==> src/rtl/equiv_sequencer_if.sv <==
// Bundle of the sweep-control and compare signals of equiv_sequencer.
//   start             sweep request (from master)
//   y_a, y_b          outputs of the two implementations being compared
//   stim              common stimulus vector driven to both implementations
//   busy, done, pass  sweep status and verdict
//   mismatch_cnt      mismatching vectors in the last/current sweep
//   first_fail_valid  a mismatch has been seen in this sweep
//   first_fail_vec    lowest stim value that mismatched
interface equiv_sequencer_if #(
  parameter int N_IN = 3
);
  logic            start;
  logic            y_a;
  logic            y_b;
  logic [N_IN-1:0] stim;
  logic            busy;
  logic            done;
  logic            pass;
  logic [N_IN:0]   mismatch_cnt;
  logic            first_fail_valid;
  logic [N_IN-1:0] first_fail_vec;

  modport slave (
    input  start, y_a, y_b,
    output stim, busy, done, pass, mismatch_cnt, first_fail_valid, first_fail_vec
  );

  modport master (
    output start, y_a, y_b,
    input  stim, busy, done, pass, mismatch_cnt, first_fail_valid, first_fail_vec
  );
endinterface

==> src/rtl/equiv_sequencer.sv <==
// Exhaustive equivalence sequencer: walks stim through every N_IN-bit value,
// holds each vector SETTLE cycles, then compares y_a against y_b for one cycle.
// Reports mismatch count, the first failing vector and a pass/fail verdict.
// Ports:
//   clk  rising-edge clock
//   rst  synchronous active-high reset
//   eq   equiv_sequencer_if.slave (start, y_a, y_b in; status/results out)
//
// state   | meaning
// IDLE    | waiting for start, results held
// DRIVE   | stim applied, settle counter running
// COMPARE | one cycle: sample y_a/y_b, advance or finish
// DONE    | one cycle: done pulse, verdict published
module equiv_sequencer #(
  parameter int N_IN   = 3,
  parameter int SETTLE = 2
) (
  input  logic              clk,
  input  logic              rst,
  equiv_sequencer_if.slave  eq
);

  typedef enum logic [1:0] {
    S_IDLE    = 2'd0,
    S_DRIVE   = 2'd1,
    S_COMPARE = 2'd2,
    S_DONE    = 2'd3
  } state_t;

  localparam logic [N_IN-1:0] STIM_LAST   = '1;
  localparam logic [N_IN-1:0] STIM_ONE    = N_IN'(1);
  localparam logic [N_IN:0]   MC_ONE      = (N_IN+1)'(1);
  localparam logic [3:0]      SETTLE_LAST = 4'(SETTLE - 1);

  state_t          state_q, state_d;
  logic [3:0]      settle_q, settle_d;
  logic [N_IN-1:0] stim_q, stim_d;
  logic            busy_q, busy_d;
  logic            done_q, done_d;
  logic            pass_q, pass_d;
  logic [N_IN:0]   mc_q, mc_d;
  logic            ffv_q, ffv_d;
  logic [N_IN-1:0] ffvec_q, ffvec_d;

  // State and output registers
  always_ff @(posedge clk) begin
    if (rst) begin
      state_q  <= S_IDLE;
      settle_q <= '0;
      stim_q   <= '0;
      busy_q   <= 1'b0;
      done_q   <= 1'b0;
      pass_q   <= 1'b0;
      mc_q     <= '0;
      ffv_q    <= 1'b0;
      ffvec_q  <= '0;
    end else begin
      state_q  <= state_d;
      settle_q <= settle_d;
      stim_q   <= stim_d;
      busy_q   <= busy_d;
      done_q   <= done_d;
      pass_q   <= pass_d;
      mc_q     <= mc_d;
      ffv_q    <= ffv_d;
      ffvec_q  <= ffvec_d;
    end
  end

  // Next-state logic
  always_comb begin
    state_d = state_q;
    case (state_q)
      S_IDLE:    if (eq.start) state_d = S_DRIVE;
      S_DRIVE:   if (settle_q == SETTLE_LAST) state_d = S_COMPARE;
      S_COMPARE: state_d = (stim_q == STIM_LAST) ? S_DONE : S_DRIVE;
      S_DONE:    state_d = S_IDLE;
      default:   state_d = S_IDLE;
    endcase
  end

  // Output logic: next values of the registered outputs
  always_comb begin
    settle_d = settle_q;
    stim_d   = stim_q;
    done_d   = 1'b0;
    pass_d   = pass_q;
    mc_d     = mc_q;
    ffv_d    = ffv_q;
    ffvec_d  = ffvec_q;
    busy_d   = (state_d != S_IDLE);
    case (state_q)
      S_IDLE: begin
        if (eq.start) begin
          settle_d = '0;
          stim_d   = '0;
          pass_d   = 1'b0;
          mc_d     = '0;
          ffv_d    = 1'b0;
          ffvec_d  = '0;
        end
      end
      S_DRIVE: begin
        settle_d = settle_q + 4'd1;
      end
      S_COMPARE: begin
        if (eq.y_a != eq.y_b) begin
          mc_d = mc_q + MC_ONE;
          if (!ffv_q) begin
            ffv_d   = 1'b1;
            ffvec_d = stim_q;
          end
        end
        if (stim_q == STIM_LAST) begin
          // Verdict includes the result of this final compare
          done_d = 1'b1;
          pass_d = (mc_d == '0);
        end else begin
          stim_d   = stim_q + STIM_ONE;
          settle_d = '0;
        end
      end
      default: ;
    endcase
  end

  assign eq.stim             = stim_q;
  assign eq.busy             = busy_q;
  assign eq.done             = done_q;
  assign eq.pass             = pass_q;
  assign eq.mismatch_cnt     = mc_q;
  assign eq.first_fail_valid = ffv_q;
  assign eq.first_fail_vec   = ffvec_q;

endmodule

==> src/flat_wrapper.sv <==
// flat-port wrapper written by rule: the top's interface ports become plain ports
module equiv_sequencer_flat 
#(
  parameter int N_IN   = 3,
  parameter int SETTLE = 2
)
  (clk, rst, eq_start, eq_y_a, eq_y_b, eq_stim, eq_busy, eq_done, eq_pass, eq_mismatch_cnt, eq_first_fail_valid, eq_first_fail_vec);
  equiv_sequencer_if #(.N_IN(N_IN)) eq_i ();
  input  logic clk;
  input  logic rst;
  input wire logic [$bits(eq_i.start)-1:0] eq_start;
  input wire logic [$bits(eq_i.y_a)-1:0] eq_y_a;
  input wire logic [$bits(eq_i.y_b)-1:0] eq_y_b;
  output wire logic [$bits(eq_i.stim)-1:0] eq_stim;
  output wire logic [$bits(eq_i.busy)-1:0] eq_busy;
  output wire logic [$bits(eq_i.done)-1:0] eq_done;
  output wire logic [$bits(eq_i.pass)-1:0] eq_pass;
  output wire logic [$bits(eq_i.mismatch_cnt)-1:0] eq_mismatch_cnt;
  output wire logic [$bits(eq_i.first_fail_valid)-1:0] eq_first_fail_valid;
  output wire logic [$bits(eq_i.first_fail_vec)-1:0] eq_first_fail_vec;
  assign eq_i.start = eq_start;
  assign eq_i.y_a = eq_y_a;
  assign eq_i.y_b = eq_y_b;
  assign eq_stim = eq_i.stim;
  assign eq_busy = eq_i.busy;
  assign eq_done = eq_i.done;
  assign eq_pass = eq_i.pass;
  assign eq_mismatch_cnt = eq_i.mismatch_cnt;
  assign eq_first_fail_valid = eq_i.first_fail_valid;
  assign eq_first_fail_vec = eq_i.first_fail_vec;
  equiv_sequencer #(.N_IN(N_IN), .SETTLE(SETTLE)) u_core (.clk(clk), .rst(rst), .eq(eq_i));
endmodule
==> config.mk <==
export PLATFORM = sky130hd
export DESIGN_NAME = equiv_sequencer_flat
export DESIGN_NICKNAME = d
export VERILOG_FILES = /design/src/rtl/equiv_sequencer_if.sv /design/src/rtl/equiv_sequencer.sv /design/src/flat_wrapper.sv
export SDC_FILE = /design/constraint.sdc
export NUM_CORES = 1
export LEC_CHECK = 0
export ABC_AREA = 1
export CAP_MARGIN = 20
export CORE_MARGIN = 2
export CORE_UTILIZATION = 40
export DETAILED_ROUTE_END_ITERATION = 8
export MAX_ROUTING_LAYER = met4
export PLACE_DENSITY = 0.71
export SLEW_MARGIN = 20
export SYNTH_ARGS = -nofsm -noshare
export SYNTH_HDL_FRONTEND = slang
export SYNTH_SLANG_ARGS = --single-unit
==> constraint.sdc <==
create_clock -name clk -period 3.7 [get_ports clk]
set_input_delay 0.74 -clock clk [delete_from_list [all_inputs] [get_ports clk]]
set_output_delay 0.74 -clock clk [all_outputs]
set_load 0.05 [all_outputs]
* After elaboration in Yosys (flattened, before gate mapping)
Index checks and enable logic that the tools add are counted.
** Cells by class
- $add $sub $neg :: 3
- Equal/unequal tests :: 11
- Muxes and demuxes :: 22
- Reductions and logical operators :: 12
- Bitwise operators :: 1
** Operator list (count)
- $mux 4 :: 4
- $mux 3 :: 4
- $pmux 3 s2 :: 2
- $pmux 4 s3 :: 1
- $reduce_and 3->1 :: 4
- $add 4x1->4 const B :: 2
- $pmux 2 s4 :: 1
- $pmux 4 s2 :: 1
- $mux 2 :: 3
- $ne 2x2->1 const B :: 3
- $eq 2x2->1 const B :: 2
- $eq 4x1->1 const B :: 1
- $logic_not 4->1 :: 1
- $mux 1 :: 4
- $ne 2x1->1 const B :: 2
- $pmux 1 s2 :: 2
- $reduce_and 4->1 :: 1
- $reduce_bool 2->1 :: 2
- $add 3x1->3 const B :: 1
- $eq 3x3->1 const B :: 1
- $reduce_bool 3->1 :: 1
- $eq 2x1->1 const B :: 1
- $logic_not 2->1 :: 1
- $reduce_and 2->1 :: 1
- other kinds (3) :: 3
** Storage, ports and cells
- Output and inout port bits :: 14
- Input port bits :: 5
- Word-level logic and storage cells :: 58
- Bits in registers :: 20

* Depth between registers and ports, before layout
Gate-level depths: netlist of run 1.
- Depth in word-level cells :: 6
- Gate-level depth with buffers :: 9
- Mapped depth without buffers :: 9

* Least setup slack after synthesis of run 1
Ideal clock, no wire load.
- Path kind :: register to register
- From :: register u_core.stim_q[0] (netlist: u_core.eq.stim[0])
- To :: register u_core.pass_q (netlist: u_core.eq.pass)
- Arrival :: 1.569 ns
- Buffers on the path :: 0
- Stages on the path, launching flop included :: 8
- Period minus slack after synthesis :: 1.639 ns
- Slack :: 2.061 ns
- Setup time :: 0.071 ns
- Data required time :: 3.629 ns
- Path through :: dfxtp_1 > ha_1 > ha_1 > nand2_4 > nand3b_1 > nor2_1 > nand2_1 > a21oi_1
** Between the ends
- Longest elaborated chain between the ends :: 3
** Ends and longest elaborated chain
- start, declared :: RTL line equiv_sequencer.sv:37 : logic [N_IN-1:0] stim_q, stim_d;
- start signal, assigned :: RTL line equiv_sequencer.sv:60 : stim_q <= stim_d;
- $eq 3x3->1 :: RTL line equiv_sequencer.sv:114 : if (stim_q == STIM_LAST) begin
- $ne 2x1->1 (no source line)
- $reduce_and 3->1 (no source line)
- end signal, assigned :: RTL line equiv_sequencer.sv:63 : pass_q <= pass_d;
- end, declared :: RTL line equiv_sequencer.sv:40 : logic pass_q, pass_d;
No other way between the ends.
A chain may end at the register's enable or synchronous reset.

* Final worst setup path of run 1
- From :: register u_core.mc_q[2] (netlist: u_core.eq.mismatch_cnt[2])
- To :: output port eq_mismatch_cnt[2]
** RTL lines
- start, declared :: RTL line equiv_sequencer.sv:41 : logic [N_IN:0] mc_q, mc_d;
- start signal, assigned :: RTL line equiv_sequencer.sv:64 : mc_q <= mc_d;
- end, declared :: RTL line flat_wrapper.sv:18 : output wire logic [$bits(eq_i.mismatch_cnt)-1:0] eq_mismatch_cnt;
No word-level cell between the ends.

==> results of run 1 <==
[worst paths after layout]
| check | from | end | cells past startpoint |
|---|---|---|---|
| setup / recovery | u_core.eq.mismatch_cnt[2] | eq_mismatch_cnt[2] | 1 |
| hold / removal | u_core.eq.pass | u_core.eq.pass | 2 |
| hold reg to reg | u_core.eq.pass | u_core.eq.pass | 2 |
| setup reg to reg | u_core.eq.stim[0] | u_core.settle_q[3] | 6 |
[registers in the layout (all words and copies together), names as in the netlist]
| name | flops |
|---|---|
| u_core.eq.pass | 1 |
| u_core.eq.first_fail_valid | 1 |
| u_core.settle_q | 4 |
| u_core.eq.stim | 3 |
| u_core.eq.mismatch_cnt | 4 |
| u_core.eq.done | 1 |
| u_core.eq.busy | 1 |
| u_core.state_q | 2 |
| u_core.eq.first_fail_vec | 3 |
[metrics by stage]
| step | power [mW] | instances |
|---|---|---|
| 2_1_floorplan | 0.2893 | 143 |
| 3_3_place_gp | 0.3127 | 190 |
| 3_5_place_dp | 0.3152 | 190 |
| 4_1_cts | 0.4138 | 193 |
| 5_1_grt | 0.4309 | 193 |
| 6_report | 0.4094 | 193 |
[Yosys cell counts]
cell type / n / area, sq um
nor3_1: 1 / 5.000
o32ai_1: 1 / 8.760
ha_1: 5 / 62.56
a21oi_1: 9 / 45.04
clkbuf_1: 1 / 3.750
o21ai_2: 2 / 17.52
nand2_2: 2 / 12.51
nor2_1: 17 / 63.81
o211ai_1: 1 / 7.510
nand2_4: 1 / 11.26
inv_1: 21 / 78.83
o21ai_0: 7 / 35.03
o22ai_1: 1 / 6.260
nand3_1: 5 / 25.02
nor2_4: 1 / 11.26
a31oi_1: 1 / 6.260
nand2_1: 41 / 153.9
nand3b_1: 1 / 7.510
nor3b_1: 1 / 7.510
dfxtp_1: 20 / 400.4
inv_2: 2 / 7.510
o21bai_4: 1 / 18.77
a211oi_1: 1 / 7.510
[power by group]
| group | switching, mW | total (mW) | internal, mW |
|---|---|---|---|
| clock network | 0.0609 | 0.0989 | 0.0380 |
| registers | 0.00679 | 0.231 | 0.224 |
| logic | 0.0530 | 0.0799 | 0.0269 |
[cell families (layout without fill, tap and decap cells)]
kind of cell	Yosys count	in the layout	synth area share
compound gates	24	24	0.1521
fa+ha+maj	5	5	0.06234
buf+inv	24	44	0.08978
simple gates	70	70	0.2968
flops	20	20	0.3990
[cell type report]
cell class | instances | area [sq um]
fillers | 258 | 1192
clock buffers | 3 | 22.52
repair buffers | 18 | 180.2
inverters | 23 | 86.33
multi-input cells | 99 | 513.0
flip-flops and latches | 20 | 400.4
well taps | 30 | 37.54
[per-layer routing]
metal	vias up	part of all wire
met5	-	0
met4	0	0.023
met3	6	0.030
met2	20	0.51
met1	441	0.44
li1	492	-
==> summary.txt, run 1 <==
Final layout
  • Commonest non-fill, non-tap cell in the layout: nand2_1
  • Area grow syn2layout: 23.57%
  • Most frequent cells in the layout: nand2_1, inv_1, dfxtp_1
  • Final #Nets: 175
  • Ant. Diodes: 0
  • Share of post-route cells with drive strength above 1: 0.07362
  • Final core occ: 0.5098
  • Final instance area: 0.001240 sq mm

STA
  • Final hold violations: 0
  • Final Critical Period: 2310 ps
  • Worst-Margin Slew: 496.7 ps
  • Final setup viols: 0
  • Normalized max-slew margin: 0.6678
  • Unrepaired setup endpoints after global routing: false
  • Max-slew violations: 0
  • Crit share post-route: 0.6242
  • Fin Clk Skew: 11.58 ps
  • Max Freq: 0.4330 GHz
  • Hold slack: 503.7 ps
  • Final WS setup: 1390 ps
  • Total Neg Setup Slack: 0 ps

Min path
  • Worst Hold Class: reg2reg

Die
  • Area of the core: 0.002432 sq mm
  • Initial Utilization: 0.4126
  • Die Height: 54.09 um
  • Row Count: 18
  • Die Span X: 54.09 um
  • Floorplan die area: 0.002925 sq mm
  • Io pins: 19

Drt
  • DR DRC count: 0
  • Final wirelength: 2154 um
  • Vias: 959
  • Post-DRT Antenna Nets: 0
  • First DRT Iteration DRCs: 19
  • Routed vias/inst: 4.969
  • DRT Pass-1 Iters: 4
  • WL/cell: 11.16 um

Clock tree
  • Inserted Clock Buffers: 3
  • Num Clock Sinks: 20
  • PostCTS Resize Cnt: 0
  • Clock Tree Buf Depth: 2
  • Clock root cell: clkbuf_4
  • Post-CTS Setup Inserts: 0
  • Maximum level of the CTS H-tree: 1
  • Worst skew pair latency: 300 ps
  • CTS tree: done
  • Worst-path clk slew: 110 ps
  • Cts hold-fix bufs: 0

Global routing
  • Overflow after GRT: 0
  • Met3 usage: 0.01667
  • Initial antenna violation count: 0
  • Met1 GRT Util: 0.1949
  • Vias in the first global route: 846
  • GR Util met2: 0.2886
  • GRT busiest layer: met2
  • First-pass GRT wire length: 3470 um
  • Gr usage total: 0.1688
  • Largest net degree at the start of global routing: 14

Synthesis
  • Synth Net Count: 153
  • Mapped Area: 0.001003 sq mm
  • Yosys reg bits: 20
  • Avg Inst Size Synth: 7.017 sq um
  • Post-synth cell types: 23
  • Sequential share of the synthesized area: 0.3990
  • Synth Warn #: 0
  • Synth Instances: 143

Placement
  • Pre-CTS setup slack: 1521 ps
  • HPWL Detailed: 1702 um
  • Cell Area, Placed: 0.001217 sq mm
  • Port Buf Inserts: 18
  • Gpl congestion: 0.7761

Status
  • Outcome: finished clean

Worst setup path
  • CP required: 2960 ps
  • WP data arrival: 1570 ps
  • Setup CP Type: reg2out
  • Crit Path Max Fanout: 6
  • CP endpoint kind: primary output
  • Crit path largest cell delay: 840 ps
  • Buf+Inv Stages, Crit Path: 1
  • Crit-path leading delay family: buffers and inverters
  • Critical path's slowest cell: clkdlybuf4s50_1
  • Worst R2R Setup Slack: 2150 ps
  • Nature of the critical path startpoint: flop
  • Worst-path cell chain: clkdlybuf4s50_1

Power and ir drop
  • Max IR drop VDD: 0.2526 mV
  • Pwr Density: 330.1 mW/mm^2
  • Leak: 0.5312 nW

Job
  • Max_cap viols: 0
Power figures use the tool's default switching activity.
==> run 2, diff against run 1 <==
Clock period 3.7 ns to 2.17 ns, I/O delays scaled along.
==> run 2 against run 1 <==
Against the previous run:
- total power grew 80%
- clock power is 110% higher
- count of clock-buffer cells in the layout rose by 1
- sequential power is 70% higher
- largest cell class unchanged
- cell count grew 1.0%
- highest routed layer unchanged
- non-clock buffer count increased by 1
- critical path type unchanged
==> summary.txt, run 2 (synthesis gave the netlist of run 1 again) <==
Final layout
  • Share of post-route cells with drive strength above 1: 0.08485 (was 0.07362)
  • Number of fill cells: 254 (was 258)
  • Most frequent cells in the layout: nand2_1, inv_1, dfxtp_1 (unchanged)
  • Commonest non-fill, non-tap cell in the layout: nand2_1 (unchanged)
  • Final #Nets: 176 (was 175)
  • Final core occ: 0.5185 (was 0.5098)
  • Ant. Diodes: 0 (unchanged)
  • Fin cells: 195 (was 193)
  • Area grow syn2layout: 25.69% (was 23.57%)
  • Final instance area: 0.001261 sq mm (was 0.001240 sq mm)

Die
  • Floorplan die area: 0.002925 sq mm (unchanged)
  • Initial Utilization: 0.4126 (unchanged)
  • Die Height: 54.09 um (unchanged)
  • Area of the core: 0.002432 sq mm (unchanged)
  • Io pins: 19 (unchanged)
  • Row Count: 18 (unchanged)
  • Die Span X: 54.09 um (unchanged)

Worst setup path
  • Crit path depth: 1 (unchanged)
  • CP endpoint kind: primary output (unchanged)
  • Buf+Inv Stages, Crit Path: 1 (unchanged)
  • FF-to-FF Start: u_core.eq.stim[0] (unchanged)
  • Critical path's slowest cell: clkdlybuf4s50_1 (unchanged)
  • Crit-path leading delay family: buffers and inverters (unchanged)
  • R2R depth: 6 (unchanged)
  • Worst R2R Setup Slack: 620 ps (was 2150 ps)
  • Worst-path cell chain: clkdlybuf4s50_1 (unchanged)
  • R2r endpoint: u_core.settle_q[3] (unchanged)
  • Nature of the critical path startpoint: flop (unchanged)
  • CP required: 1740 ps (was 2960 ps)
  • WP data arrival: 1550 ps (was 1570 ps)
  • Crit Path Max Fanout: 6 (unchanged)
  • Setup CP Type: reg2out (unchanged)
  • Crit path largest cell delay: 830 ps (was 840 ps)

STA
  • Final setup viols: 0 (unchanged)
  • Max-slew violations: 0 (unchanged)
  • Hold slack: 502.2 ps (was 503.7 ps)
  • Final hold violations: 0 (unchanged)
  • Worst-Margin Slew: 498.1 ps (was 496.7 ps)
  • Unrepaired setup endpoints after global routing: false (unchanged)
  • Final Critical Period: 1986 ps
  • Crit share post-route: 0.9150
  • Max Freq: 0.5036 GHz
  • Total Neg Setup Slack: 0 ps (unchanged)
  • Final WS setup: 184.4 ps (was 1390 ps)
  • Fin Clk Skew: 5.359 ps (was 11.58 ps)
  • Normalized max-slew margin: 0.6669 (was 0.6678)

Drt
  • Post-DRT Antenna Nets: 0 (unchanged)
  • DRT Pass-1 Iters: 4 (unchanged)
  • WL/cell: 10.33 um (was 11.16 um)
  • Final wirelength: 2015 um (was 2154 um)
  • Vias: 954 (was 959)
  • DR DRC count: 0 (unchanged)
  • Routed vias/inst: 4.892 (was 4.969)
  • First DRT Iteration DRCs: 13 (was 19)

Power and ir drop
  • Leak: 0.5432 nW (was 0.5312 nW)
  • Total power: 738.2 uW (was 409.4 uW)
  • Max IR drop VDD: 0.3276 mV (was 0.2526 mV)
  • Pwr Density: 585.3 mW/mm^2 (was 330.1 mW/mm^2)

Min path
  • Hold path cells: 2 (unchanged)
  • Worst Hold End: u_core.eq.pass (unchanged)
  • Hold Crit Start: u_core.eq.pass (unchanged)
  • Worst Hold Class: reg2reg (unchanged)

Global routing
  • Largest net degree at the start of global routing: 13 (was 14)
  • First-pass GRT wire length: 3512 um (was 3470 um)
  • Gr usage total: 0.1645 (was 0.1688)
  • Initial antenna violation count: 0 (unchanged)
  • Vias in the first global route: 877 (was 846)
  • Overflow after GRT: 0 (unchanged)

Clock tree
  • PostCTS Resize Cnt: 0 (unchanged)
  • Maximum level of the CTS H-tree: 1 (unchanged)
  • Clock root cell: clkbuf_4 (unchanged)
  • Clock Tree Buf Depth: 2 (unchanged)
  • Num Clock Sinks: 20 (unchanged)
  • CTS tree: done (unchanged)
  • Worst-path clk slew: 110 ps (about the same)
  • Inserted Clock Buffers: 3 (unchanged)
  • Cts hold-fix bufs: 0 (unchanged)
  • Post-CTS Setup Inserts: 0 (unchanged)
  • Worst skew pair latency: 290 ps (was 300 ps)

Placement
  • Pre-CTS setup slack: 326.5 ps (was 1521 ps)
  • Port Buf Inserts: 18 (unchanged)
  • Gpl congestion: 0.7541 (was 0.7761)
  • Cell Area, Placed: 0.001225 sq mm (was 0.001217 sq mm)
  • HPWL Detailed: 1597 um (was 1702 um)
  • Dpl cells: 191 (was 190)

Job
  • Max_cap viols: 0 (unchanged)

Status
  • Outcome: finished clean (unchanged)
## run 2: changes by cell type in the layout (fill, tap and decap cells not counted), sizes merged
cell	before	now
clkbuf	3	4
buf	0	1
## run 2: how the worst max path moves through the flow
stage / from / slack [ps] / to
global placement: eq_start / 400 / u_core.eq.first_fail_vec[2]
global route: u_core.eq.mismatch_cnt[2] / 130 / eq_mismatch_cnt[2]
detailed placement: eq_start / 330 / u_core.eq.first_fail_vec[1]
finish: u_core.eq.mismatch_cnt[2] / 180 / eq_mismatch_cnt[2]
floorplan: u_core.eq.stim[0] / 530 / u_core.eq.pass
CTS: u_core.eq.mismatch_cnt[2] / 170 / eq_mismatch_cnt[2]
## run 2: where the power goes
part | switching, mW | internal, mW | total, mW
registers | 0.0110 | 0.382 | 0.392
clock network | 0.108 | 0.102 | 0.210
logic | 0.0886 | 0.0470 | 0.136
## run 2: area by class of cell
type / instances / area [sq um] / share of cell area
Timing Repair Buffer: 19 / 187.7 / 0.1488
Sequential cell: 20 / 400.4 / 0.3175
Clock buffer: 4 / 36.28 / 0.02877
Tap cell: 30 / 37.54 / 0.02976
Multi-Input combinational cell: 99 / 513.0 / 0.4067
Inverter: 23 / 86.33 / 0.06845
## run 2: layer usage
layer	track usage	vias to the layer above	wire [um]
met4	0.03750	0	14
li1	-	496	-
met2	0.2988	17	1007
met3	0.02500	2	62
met1	0.1894	439	930
met5	-	-	0
